[config.mk]
export PLATFORM = sky130hd
export DESIGN_NAME = frog_game_ctrl
export DESIGN_NICKNAME = d
export VERILOG_FILES = /design/src/rtl/frog_game_ctrl.sv
export SDC_FILE = /design/constraint.sdc
export NUM_CORES = 1
export LEC_CHECK = 0
export BUFFER_PORTS_ARGS = -buffer_cell sky130_fd_sc_hd__buf_2
export CAP_MARGIN = 40
export CORE_MARGIN = 3
export CORE_UTILIZATION = 30
export CTS_BUF_LIST = sky130_fd_sc_hd__clkbuf_4
export DETAILED_ROUTE_END_ITERATION = 10
export GPL_TIMING_DRIVEN = 0
export SETUP_SLACK_MARGIN = 0.15
export SYNTH_ARGS = -nofsm -noshare
export SYNTH_HDL_FRONTEND = slang
export SYNTH_SLANG_ARGS = --single-unit
[constraint.sdc]
create_clock -name i_clk -period 2.9 [get_ports i_clk]
set_input_delay 0.29 -clock i_clk [delete_from_list [all_inputs] [get_ports i_clk]]
set_output_delay 0.29 -clock i_clk [all_outputs]
set_load 0.05 [all_outputs]
[src/rtl/frog_game_ctrl.sv]
// Frame-rate sequencer for the frog/obstacle game: button debounce, collision latch,
// lives/score bookkeeping and the IDLE/PLAY/HIT/WIN/OVER state machine.
module frog_game_ctrl #(
    parameter int LIVES           = 3,
    parameter int TOP_LANE        = 7,
    parameter int LANE_PITCH      = 40,
    parameter int BASE_Y          = 440,
    parameter int DEBOUNCE_FRAMES = 3,
    parameter int HIT_FRAMES      = 60
) (
    input  logic        i_clk,
    input  logic        i_rst,
    input  logic        i_animate,
    input  logic        i_up_btn,
    input  logic        i_down_btn,
    input  logic        i_collide,
    output logic [2:0]  o_state,
    output logic [3:0]  o_lane,
    output logic [11:0] o_frog_y,
    output logic [1:0]  o_lives,
    output logic [7:0]  o_score,
    output logic        o_frog_visible,
    output logic        o_freeze
);

    localparam logic [2:0] ST_IDLE = 3'd0;
    localparam logic [2:0] ST_PLAY = 3'd1;
    localparam logic [2:0] ST_HIT  = 3'd2;
    localparam logic [2:0] ST_WIN  = 3'd3;
    localparam logic [2:0] ST_OVER = 3'd4;

    localparam logic [7:0] HIT_INIT = 8'(HIT_FRAMES);

    logic [1:0] btn_raw;
    logic [1:0] btn_event;
    logic       up_ev;
    logic       dn_ev;

    assign btn_raw = {i_down_btn, i_up_btn};

    // Index 0 = up, 1 = down. Event fires once on the frame the count reaches the threshold.
    genvar gi;
    generate
        for (gi = 0; gi < 2; gi++) begin : g_btn
            logic       meta_reg;
            logic       sync_reg;
            logic [3:0] cnt_reg;

            always_ff @(posedge i_clk) begin
                if (i_rst) begin
                    meta_reg <= 1'b0;
                    sync_reg <= 1'b0;
                    cnt_reg  <= 4'd0;
                end else begin
                    meta_reg <= btn_raw[gi];
                    sync_reg <= meta_reg;
                    if (i_animate) begin
                        if (!sync_reg)
                            cnt_reg <= 4'd0;
                        else if (cnt_reg != 4'(DEBOUNCE_FRAMES))
                            cnt_reg <= cnt_reg + 4'd1;
                    end
                end
            end

            assign btn_event[gi] = i_animate & sync_reg & (cnt_reg == 4'(DEBOUNCE_FRAMES - 1));
        end
    endgenerate

    assign up_ev = btn_event[0];
    assign dn_ev = btn_event[1];

    logic collide_reg;
    logic frame_hit;

    always_ff @(posedge i_clk) begin
        if (i_rst)
            collide_reg <= 1'b0;
        else if (i_animate)
            collide_reg <= 1'b0;
        else if (i_collide)
            collide_reg <= 1'b1;
    end

    assign frame_hit = collide_reg | i_collide;

    logic [2:0] state_reg,   state_next;
    logic [3:0] lane_reg,    lane_next;
    logic [1:0] lives_reg,   lives_next;
    logic [7:0] score_reg,   score_next;
    logic [7:0] timer_reg,   timer_next;
    logic       visible_reg, visible_next;
    logic       freeze_reg,  freeze_next;
    logic [7:0] timer_dec;
    logic [3:0] lane_inc;

    assign timer_dec = timer_reg - 8'd1;
    assign lane_inc  = lane_reg + 4'd1;

    always_comb begin
        state_next   = state_reg;
        lane_next    = lane_reg;
        lives_next   = lives_reg;
        score_next   = score_reg;
        timer_next   = timer_reg;
        visible_next = visible_reg;
        if (i_animate) begin
            case (state_reg)
                ST_IDLE: begin
                    if (up_ev || dn_ev)
                        state_next = ST_PLAY;
                end
                ST_PLAY: begin
                    if (frame_hit) begin
                        state_next   = ST_HIT;
                        lives_next   = (lives_reg != 2'd0) ? lives_reg - 2'd1 : 2'd0;
                        timer_next   = HIT_INIT;
                        visible_next = ~HIT_INIT[3];
                    end else if (up_ev && dn_ev) begin
                        lane_next = lane_reg;
                    end else if (up_ev) begin
                        lane_next = lane_inc;
                        if (lane_inc == 4'(TOP_LANE)) begin
                            state_next = ST_WIN;
                            score_next = (score_reg != 8'hFF) ? score_reg + 8'd1 : score_reg;
                            timer_next = HIT_INIT;
                        end
                    end else if (dn_ev && lane_reg != 4'd0) begin
                        lane_next = lane_reg - 4'd1;
                    end
                end
                ST_HIT: begin
                    timer_next   = timer_dec;
                    visible_next = ~timer_dec[3];
                    if (timer_dec == 8'd0) begin
                        visible_next = 1'b1;
                        if (lives_reg == 2'd0) begin
                            state_next = ST_OVER;
                        end else begin
                            state_next = ST_PLAY;
                            lane_next  = 4'd0;
                        end
                    end
                end
                ST_WIN: begin
                    timer_next = timer_dec;
                    if (timer_dec == 8'd0) begin
                        state_next = ST_PLAY;
                        lane_next  = 4'd0;
                    end
                end
                ST_OVER: begin
                    if (up_ev || dn_ev) begin
                        state_next = ST_IDLE;
                        lives_next = 2'(LIVES);
                        score_next = 8'd0;
                        lane_next  = 4'd0;
                    end
                end
                default: begin
                    state_next   = ST_IDLE;
                    lane_next    = 4'd0;
                    visible_next = 1'b1;
                end
            endcase
        end
        freeze_next = (state_next == ST_HIT) || (state_next == ST_WIN) || (state_next == ST_OVER);
    end

    always_ff @(posedge i_clk) begin
        if (i_rst) begin
            state_reg   <= ST_IDLE;
            lane_reg    <= 4'd0;
            lives_reg   <= 2'(LIVES);
            score_reg   <= 8'd0;
            timer_reg   <= 8'd0;
            visible_reg <= 1'b1;
            freeze_reg  <= 1'b0;
        end else begin
            state_reg   <= state_next;
            lane_reg    <= lane_next;
            lives_reg   <= lives_next;
            score_reg   <= score_next;
            timer_reg   <= timer_next;
            visible_reg <= visible_next;
            freeze_reg  <= freeze_next;
        end
    end

    assign o_state        = state_reg;
    assign o_lane         = lane_reg;
    assign o_frog_y       = 12'(BASE_Y) - 12'(32'(lane_reg) * LANE_PITCH);
    assign o_lives        = lives_reg;
    assign o_score        = score_reg;
    assign o_frog_visible = visible_reg;
    assign o_freeze       = freeze_reg;

endmodule
* Yosys cells after proc, flatten, opt, wreduce, memory -nomap -nowiden
Index checks and enable logic that the tools add are counted.
** Storage, ports and cells
- Flip-flop bits (word level) :: 40
- Input bits :: 6
- Output and inout port bits :: 31
- Logic and storage cells :: 125
** Operators by class
- Add/sub/neg operators :: 8
- Multipliers :: 1
- Equality and inequality tests :: 29
- Muxes and demuxes :: 43
- Bitwise operators :: 8
- Reductions and logical operators :: 22
** Operators with widths (number)
- $mux 8 :: 10
- $mux 4 :: 12
- $pmux 8 s2 :: 2
- $mux 3 :: 10
- $ne 2x2->1 const B :: 10
- $pmux 4 s5 :: 1
- $pmux 3 s5 :: 1
- $add 4x1->4 const B :: 3
- $eq 3x2->1 const B :: 4
- $ne 3x3->1 const B :: 4
- $sub 9x10->11 const A :: 1
- $reduce_and 9->1 :: 1
- $add 8x1->8 const B :: 1
- $eq 4x2->1 const B :: 2
- $logic_not 8->1 :: 1
- $ne 4x2->1 const B :: 2
- $ne 8x8->1 const B :: 1
- $reduce_and 8->1 :: 1
- $sub 8x1->8 const B :: 1
- $mul 4x3->7 const B :: 1
- $eq 3x3->1 const B :: 2
- $mux 2 :: 3
- $reduce_bool 2->1 :: 3
- $reduce_and 5->1 :: 1
- other kinds (21) :: 33

* Logic depth before layout (Yosys ltp)
Gate-level depths: netlist of the first run.
- Word-level depth :: 11
- Mapped depth :: 9
- Mapped depth without buffers :: 8

* Worst setup path before layout of the first run
OpenSTA, ideal clock, no wires.
- Path kind :: register -> output
- Start :: reg lane_reg[3], in the netlist o_lane[3]
- End :: out o_frog_y[8]
- Data arrival time :: 2866 ps
- Data required time :: 2610 ps
- Setup slack :: -256 ps
- Cell stages (with the launch flop) :: 7
- Buffers on the path :: 0
- Cell sequence :: dfxtp_1 ha_1 ha_1 fa_1 ha_1 xor2_1 xnor2_1
** On the way
- Longest elaborated chain between the ends :: 2
** Ends and longest elaborated chain
- start: declaration :: line 88 : logic [3:0] lane_reg, lane_next;
- start signal: assignment :: line 181 : lane_reg <= lane_next;
- $mul 4x3->7 :: line 192 : assign o_frog_y = 12'(BASE_Y) - 12'(32'(lane_reg) * LANE_PITCH);
- $sub 9x10->11 :: line 192
- end: declaration :: line 19 : output logic [11:0] o_frog_y,
No other way between the ends.

* Worst setup path in the final report of the first run
- Start :: reg lane_reg[2], in the netlist o_lane[2]
- End :: out o_frog_y[8]
The elaborated chain is that of the path after synthesis.

==> impl_metrics.toml, run 1 <==
[placement]
port_buffers = 32
dp_hpwl_um = 4537
place_congestion = 0.8217
dp_slack_ps = 204.3

[drt]
wl_um = 5966
ant_nets = 0
drc = 0
num_vias = 2311
dr.pass1.iters = 4
wl_per_cell_um = 13.08
viasPerCell = 5.068
dr.first_iter.drc_count = 99

[die]
rows = 33
die_x_um = 98.74
dieArea_sq_um = 9749
io_pins = 37
die_h_um = 98.74
start_util_pct = 31.09
core_sq_um = 8299

[yosys]
synthArstFlopShare_pct = 0
synth_top_area_share_pct = 31.04
synth.ff_latch_count = 40
yosys-top-cells-area = "dfxtp_1 31%, ha_1 6.8%, nor2_1 5.1%"
syn_area_per_cell_sq_um = 8.404
yosys.cell_types.count = 70
synth_common_cells = "40 x dfxtp_1, 35 x nor2_1, 19 x a21oi_1, 19 x nand2_1, 15 x o21ai_0"
synth_cells = 307
synth_edf_count = 0
synthesis.area_sq_um = 2580
synth_warnings = 0
seq_area_frac_synth_pct = 31.04
ys.flop_type = "dfxtp_1"
synth.most_common_cell = "dfxtp_1"
yosysTopAreaCell = "dfxtp_1"

[clocking]
h-tree-depth = 2
cts_max_path_buffers = 2
cts_buffers = 5
clock_sinks = 40
insertion_delay_ps = 350
clk_pin_slew_ps = 130
cts_tree = "built"
cts_root_buf = "clkbuf_4"
ctsHoldBuffers = 0

[min_path]
min_path_type = "in2reg"

[sta]
layout_min_cycle_time_ps = 2667
fin_skew_ps = 9.864
layout_setup_ws_ps = 233.0
tightest_slew_ps = 667.8
period_share_pct = 91.96
max_freq_mhz = 375.0
finalHoldViolCount = 0
setup_tns_ps = 0
hold_ws_ps = 134.8
setup_viol = 0
rsz0062_at_grt = "false"
slew_violations = 0
relSlewSlack_pct = 55.18

[power]
sw_frac_of_total_pct = 27.60
comb_power_share_pct = 13.3
p_int_w = 0.0007945
peakVddDrop_uv = 155.9
p_clk_share_pct = 34.5
leakagePower_nw = 1.191
switchingPower_w = 0.0003029
p_seq_share_pct = 52.2
powerDensity_nw_per_um2 = 359.2

[finish]
diodes = 0
multi_input_area_sq_um = 1695
nNetsFinal = 371
area_growth_pct = 18.43
drive_gt1_share_pct = 23.08
seq_area_sq_um = 810.8
nFillCells = 883

[worst_setup_path]
cp_data_required_time_ps = 2610
critPathMaxFanout = 10
critPathLaunchType = "flop"
crit_path_end_kind = "output pin"
cp.arrival_ps = 2380
critPathKind = "reg2out"

[global_routing]
overflow = 0
track_usage_pct = 12.32
grt_pass1_vias = 2107
grt_max_degree = 14
grt_pass1_wl_um = 10010
antenna_found_initial = 0

[job]
maxCapViolCount = 0

[run_status]
outcome = "finished clean"
-- cell families (layout without fill, tap and decap cells) --
kind of cell	Yosys count	count (layout)	synth area share, %
flops	40	40	31.04
mux	6	6	2.425
compound gates	77	77	20.56
xor+xnor	8	8	2.716
simple gates	130	130	29.49
fa+ha+maj	15	15	7.566
other cells	1	3	0.1454
buf+inv	30	72	6.062
-- metal layers --
layer | vias up | GRT usage [%] | wire, um
li1 | 1190 | - | -
met1 | 1081 | 16.24 | 2802
met2 | 33 | 20.80 | 2900
met3 | 7 | 2.477 | 200
met4 | 0 | 2.836 | 62
met5 | - | 0 | 0
-- worst paths after layout --
kind / from / end / slack (ps) / cells after the start
max: o_lane[2]$_SDFFE_PP0P_ / o_frog_y[8] / 230 / 7
min: i_up_btn / g_btn[0].meta_reg$_SDFF_PP0_ / 130 / 2
max reg2reg: timer_reg[0]$_SDFFE_PP0P_ / o_lane[3]$_SDFFE_PP0P_ / 350 / 8
min reg2reg: g_btn[0].meta_reg$_SDFF_PP0_ / g_btn[0].sync_reg$_SDFF_PP0_ / 450 / 1
-- cell usage in the layout, fill, tap and decap left out, types with 5 or more instances in the layout --
| cell type | n |
|---|---|
| buf_4 | 9 |
| inv_1 | 12 |
| clkbuf_1 | 7 |
| nand3_1 | 9 |
| clkbuf_4 | 5 |
| or3_1 | 9 |
| a21oi_1 | 19 |
| nand2_1 | 19 |
| nand2b_1 | 7 |
| o21ai_0 | 15 |
| o21a_1 | 6 |
| dfxtp_1 | 36 |
| nor2_1 | 35 |
| nor3_1 | 10 |
| buf_2 | 33 |
| xnor2_1 | 5 |
| ha_1 | 11 |
| nor2b_1 | 8 |
-- power by group through the flow --
stage               clock (W)  combinational [W]  sequential, W
detailed placement          0           0.000146       0.000587
global route         0.000408           0.000162       0.000575
finish               0.000379           0.000146       0.000573
CTS                  0.000387           0.000147       0.000573
global placement            0           0.000144       0.000586
floorplan                   0           0.000110       0.000591
-- critical path, stage by stage, from the launching register on --
cell,delay [ps]
dfxtp_2,410
ha_1,210
ha_2,180
fa_1,560
ha_4,170
xor2_4,200
xnor2_4,130
buf_6,170
-- final cells by class --
type                       count  area share [%]
multi-input combinational    239           55.49
sequential                    40           26.54
timing repair buffer          34           5.938
tap                          105           4.300
buffer                        18           3.645
inverter                      12           1.474
clock inverter                 3           1.392
clock buffer                   5           1.229
-- stage by stage --
stage | power [W] | instances | cell area (sq um) | util [%]
after floorplan | 0.0007014 | 309 | 2608 | -
after global placement | 0.0007308 | 446 | 2899 | 34.93
after detailed placement | 0.0007329 | 446 | 2899 | 34.93
after CTS | 0.001107 | 456 | 3029 | 36.50
after global routing | 0.001145 | 456 | 3055 | 36.82
final | 0.001097 | 456 | 3055 | 36.82
-- timing repair --
action | in CTS | in global routing
resized for setup | 9 | 4
pin swaps | 1 | 3
setup endpoints to repair | 1 | 1
setup buffers | 2 | 0
Power figures use the tool's default switching activity.
==> inputs of run 2 (changes only) <==
PLACE_DENSITY_LB_ADDON = 0.3   (was default)
==> impl_metrics.toml, run 2 (synthesized netlist as in run 1, its figures left out) <==
[worst_setup_path]
critPathLaunchType = "flop"
cp_data_required_time_ps = 2610
crit_path_end_kind = "output pin"
critPathMaxFanout = 2
cp.arrival_ps = 2410
critPathKind = "reg2out"

[die]
dieArea_sq_um = 9749
rows = 33
start_util_pct = 31.09
io_pins = 37
die_x_um = 98.74
die_h_um = 98.74
core_sq_um = 8299

[global_routing]
track_usage_pct = 13.32
overflow = 0
grt_pass1_vias = 2224
grt_max_degree = 14
grt_pass1_wl_um = 10650
antenna_found_initial = 0

[clocking]
cts_root_buf = "clkbuf_4"
insertion_delay_ps = 370
cts_buffers = 5
clock_sinks = 40
clk_pin_slew_ps = 140
ctsHoldBuffers = 0
cts_max_path_buffers = 2
cts_tree = "built"
h-tree-depth = 2

[drt]
num_vias = 2311
dr.pass1.iters = 4
ant_nets = 0
wl_um = 6297
drc = 0
viasPerCell = 5.068
wl_per_cell_um = 13.81
dr.first_iter.drc_count = 76

[finish]
nNetsFinal = 371
nFillCells = 877
drive_gt1_share_pct = 23.36
final_core_util_pct = 36.86
final_cell_mix = "35 x nor2_1, 35 x dfxtp_1, 33 x buf_2"
area_growth_pct = 18.57
diodes = 0

[min_path]
min_path_type = "in2reg"

[sta]
relSlewSlack_pct = 53.52
tightest_slew_ps = 692.6
finalHoldViolCount = 0
max_freq_mhz = 370.4
rsz0062_at_grt = "true"
fin_skew_ps = 15.06
slew_violations = 0
setup_tns_ps = 0
period_share_pct = 93.11
layout_min_cycle_time_ps = 2700
setup_viol = 0

[job]
maxCapViolCount = 0

[power]
leakagePower_nw = 1.192
peakVddDrop_uv = 187.8
powerDensity_nw_per_um2 = 361.3

[placement]
dp_hpwl_um = 4648
place_congestion = 0.8706
port_buffers = 32

[run_status]
outcome = "finished clean"
[run 2: cell counts in the layout (fill, tap and decap cells not counted)]
No cell type changed its count.
[run 2: final cells by class]
cell class | count | area (sq um) | share of cell area (%)
clock buffers | 5 | 37.54 | 1.227
well taps | 105 | 131.4 | 4.294
multi-input cells | 239 | 1695 | 55.42
clock inverters | 3 | 42.54 | 1.391
repair buffers | 34 | 181.4 | 5.930
flip-flops and latches | 40 | 814.5 | 26.63
inverters | 12 | 45.04 | 1.472
plain buffers | 18 | 111.4 | 3.640
[run 2: repair_timing]
item / CTS / global route
pin swaps: 1 / 3
setup buffers: 2 / 0
endpoints found under the setup margin: 1 / 2
resized for setup: 10 / 5
[run 2: report_power, final]
group | switching, W | internal [W] | total (W) | leakage [nW]
logic | 0.0000898 | 0.0000558 | 0.000146 | 0.823
clock network | 0.000208 | 0.000180 | 0.000387 | 0.0412
registers | 0.0000141 | 0.000558 | 0.000572 | 0.328
total | 0.000311 | 0.000794 | 0.00111 | 1.19
[run 2: critical path, cell delays in order (launching register included)]
cell and delay (ps):
dfxtp_4 380, ha_4 230, ha_2 190, fa_1 560, ha_4 180, xor2_4 200
xnor2_4 140, buf_6 170
[run 2: worst paths after layout]
| check | depth (start not counted) | endpoint | slack (ps) | from |
|---|---|---|---|---|
| worst min register to register | 1 | g_btn[1].sync_reg$_SDFF_PP0_ | 450 | g_btn[1].meta_reg$_SDFF_PP0_ |
| worst min-delay path | 2 | g_btn[1].meta_reg$_SDFF_PP0_ | 120 | i_down_btn |
| worst max-delay path | 7 | o_frog_y[8] | 200 | o_lane[1]$_SDFFE_PP0P_ |
| worst max register to register | 8 | o_lane[3]$_SDFFE_PP0P_ | 360 | timer_reg[1]$_SDFFE_PP0P_ |
[run 2: stage by stage]
| step | cell area [sq um] | std cells | hold WS [ps] | power [W] | setup WS, ps |
|---|---|---|---|---|---|
| after floorplan | 2608 | 309 | 413.8 | 0.0007014 | 174.9 |
| after global placement | 2899 | 446 | 419.1 | 0.0007317 | 278.0 |
| after detailed placement | 2899 | 446 | 426.6 | 0.0007328 | 267.9 |
| after CTS | 3039 | 456 | 116.2 | 0.001124 | 169.8 |
| after global routing | 3059 | 456 | 131.0 | 0.001168 | 116.3 |
| final | 3059 | 456 | 125.0 | 0.001105 | 199.9 |
[run 2: metal layers]
| metal | GRT usage, % | vias to the layer above | share of wire, % |
|---|---|---|---|
| li1 | - | 1188 | - |
| met1 | 17.65 | 1075 | 49 |
| met2 | 22.05 | 41 | 45 |
| met3 | 2.760 | 7 | 3.9 |
| met4 | 3.676 | 0 | 1.1 |
| met5 | 0 | - | 0 |
==> inputs of run 3 (changes only) <==
CORE_UTILIZATION = 59   (was 30)
RECOVER_POWER = 50   (was default)
==> impl_metrics.toml, run 3 (synthesized netlist as in run 1, its figures left out) <==
[sta]
slew_violations = 0
setup_viol = 0
max_freq_mhz = 375.9
period_share_pct = 91.74
layout_setup_ws_ps = 239.5
relSlewSlack_pct = 56.90
rsz0062_at_grt = "false"
layout_min_cycle_time_ps = 2661
fin_skew_ps = 12.48
setup_tns_ps = 0
finalHoldViolCount = 0
tightest_slew_ps = 642.3

[drt]
drc = 0
num_vias = 2365
dr.pass1.iters = 5
wl_per_cell_um = 14.34
viasPerCell = 5.898
ant_nets = 0
wl_um = 5751
dr.first_iter.drc_count = 142

[clocking]
clock_sinks = 40
cts_root_buf = "clkbuf_4"
cts_buffers = 5
ctsHoldBuffers = 0
clk_pin_slew_ps = 110
insertion_delay_ps = 350
h-tree-depth = 2
cts_max_path_buffers = 2
cts_tree = "built"

[placement]
dp_slack_ps = 271.9
placed_cells = 391
place_congestion = 0.9002
port_buffers = 32
dp_hpwl_um = 4124
placed_area_sq_um = 2830

[finish]
final_core_util_pct = 71.51
final_cell_area_sq_um = 2943
area_growth_pct = 14.06
fin_cells = 401
final_common_cell = "dfxtp_1"
nFillCells = 335
diodes = 0
final_cell_mix = "36 x dfxtp_1, 35 x nor2_1, 31 x clkbuf_1"
drive_gt1_share_pct = 15.95
nNetsFinal = 371

[worst_setup_path]
critPathKind = "reg2out"
critPathMaxFanout = 7
cp.arrival_ps = 2370
critPathLaunchType = "flop"
cp_data_required_time_ps = 2610
reg2reg_to = "o_lane[3]$_SDFFE_PP0P_"
r2r_slack_ps = 300
reg2reg_from = "timer_reg[0]$_SDFFE_PP0P_"
crit_path_end_kind = "output pin"
reg2reg_depth = 8

[power]
peakVddDrop_uv = 254.2
switchingPower_w = 0.0002783
p_clk_share_pct = 28.4
comb_power_share_pct = 14.5
p_int_w = 0.0007255
leakagePower_nw = 1.099
p_seq_share_pct = 57.1
powerDensity_nw_per_um2 = 341.1
sw_frac_of_total_pct = 27.72

[die]
start_util_pct = 62.69
io_pins = 37
core_sq_um = 4115
die_h_um = 72.13
die_x_um = 72.13
rows = 23
dieArea_sq_um = 5202

[global_routing]
grt_pass1_wl_um = 9722
grt_max_degree = 12
antenna_found_initial = 0
overflow = 0
track_usage_pct = 23.26
grt_pass1_vias = 2120

[job]
maxCapViolCount = 0

[min_path]
holdPathEnd = "g_btn[1].meta_reg$_SDFF_PP0_"
whs_path_depth = 2
worstHoldStart = "i_down_btn"
min_path_type = "in2reg"

[run_status]
outcome = "finished clean"
run 3: power by group through the flow:
| stage | sequential, W | clock (W) | combinational [W] |
|---|---|---|---|
| 3_3_place_gp | 0.000586 | 0 | 0.000142 |
| 4_1_cts | 0.000572 | 0.000293 | 0.000145 |
| 3_5_place_dp | 0.000587 | 0 | 0.000144 |
| 5_1_grt | 0.000575 | 0.000319 | 0.000159 |
| 2_1_floorplan | 0.000591 | 0 | 0.000110 |
| 6_report | 0.000573 | 0.000286 | 0.000146 |
run 3: repair_timing:
action | 4_1_cts | 5_1_grt
pin swaps | 1 | 3
endpoints found under the setup margin | 1 | 1
gates resized for setup | 10 | 4
hold endpoints to repair | 0 | 0
buffers inserted | 1 | 1
run 3: metal layers:
metal  part of all wire [%]  track usage (%)  routed length, um
met1                     46            32.47               2617
met2                     47            35.79               2714
met3                    6.1            4.571                350
met4                    1.2            8.142                 69
met5                      0                0                  0
run 3: worst max-delay path by stage:
stage / startpoint / endpoint / slack, ps / cells past startpoint
after floorplan: o_lane[1]$_SDFFE_PP0P_ / o_frog_y[8] / 170 / 6
after global placement: o_lane[1]$_SDFFE_PP0P_ / o_frog_y[8] / 290 / 7
after detailed placement: o_lane[1]$_SDFFE_PP0P_ / o_frog_y[8] / 270 / 7
after CTS: o_lane[1]$_SDFFE_PP0P_ / o_frog_y[8] / 170 / 7
after global routing: o_lane[1]$_SDFFE_PP0P_ / o_frog_y[8] / 150 / 7
final: o_lane[1]$_SDFFE_PP0P_ / o_frog_y[8] / 240 / 7
run 3: layout make-up:
| cell class | count | area [sq um] | share of cell area (%) |
|---|---|---|---|
| clock inverter | 1 | 3.754 | 0.1276 |
| buffer | 18 | 110.1 | 3.742 |
| tap | 50 | 62.56 | 2.126 |
| timing repair buffer | 34 | 152.6 | 5.187 |
| clock buffer | 7 | 52.55 | 1.786 |
| inverter | 12 | 45.04 | 1.531 |
| multi-input combinational | 239 | 1705 | 57.95 |
| sequential | 40 | 810.8 | 27.55 |
run 3: stage by stage:
step | power [W] | hold slack, ps
after floorplan | 0.0007014 | 413.8
after global placement | 0.0007280 | 417.5
after detailed placement | 0.0007311 | 427.8
after CTS | 0.001010 | 154.8
after global routing | 0.001053 | 148.7
final | 0.001004 | 158.4
run 3: critical path, stage by stage (launching register included):
cell and delay, ps:
dfxtp_4 390, ha_4 250, ha_4 160, fa_1 560, ha_4 180, xor2_4 190
xnor2_4 130, buf_6 170
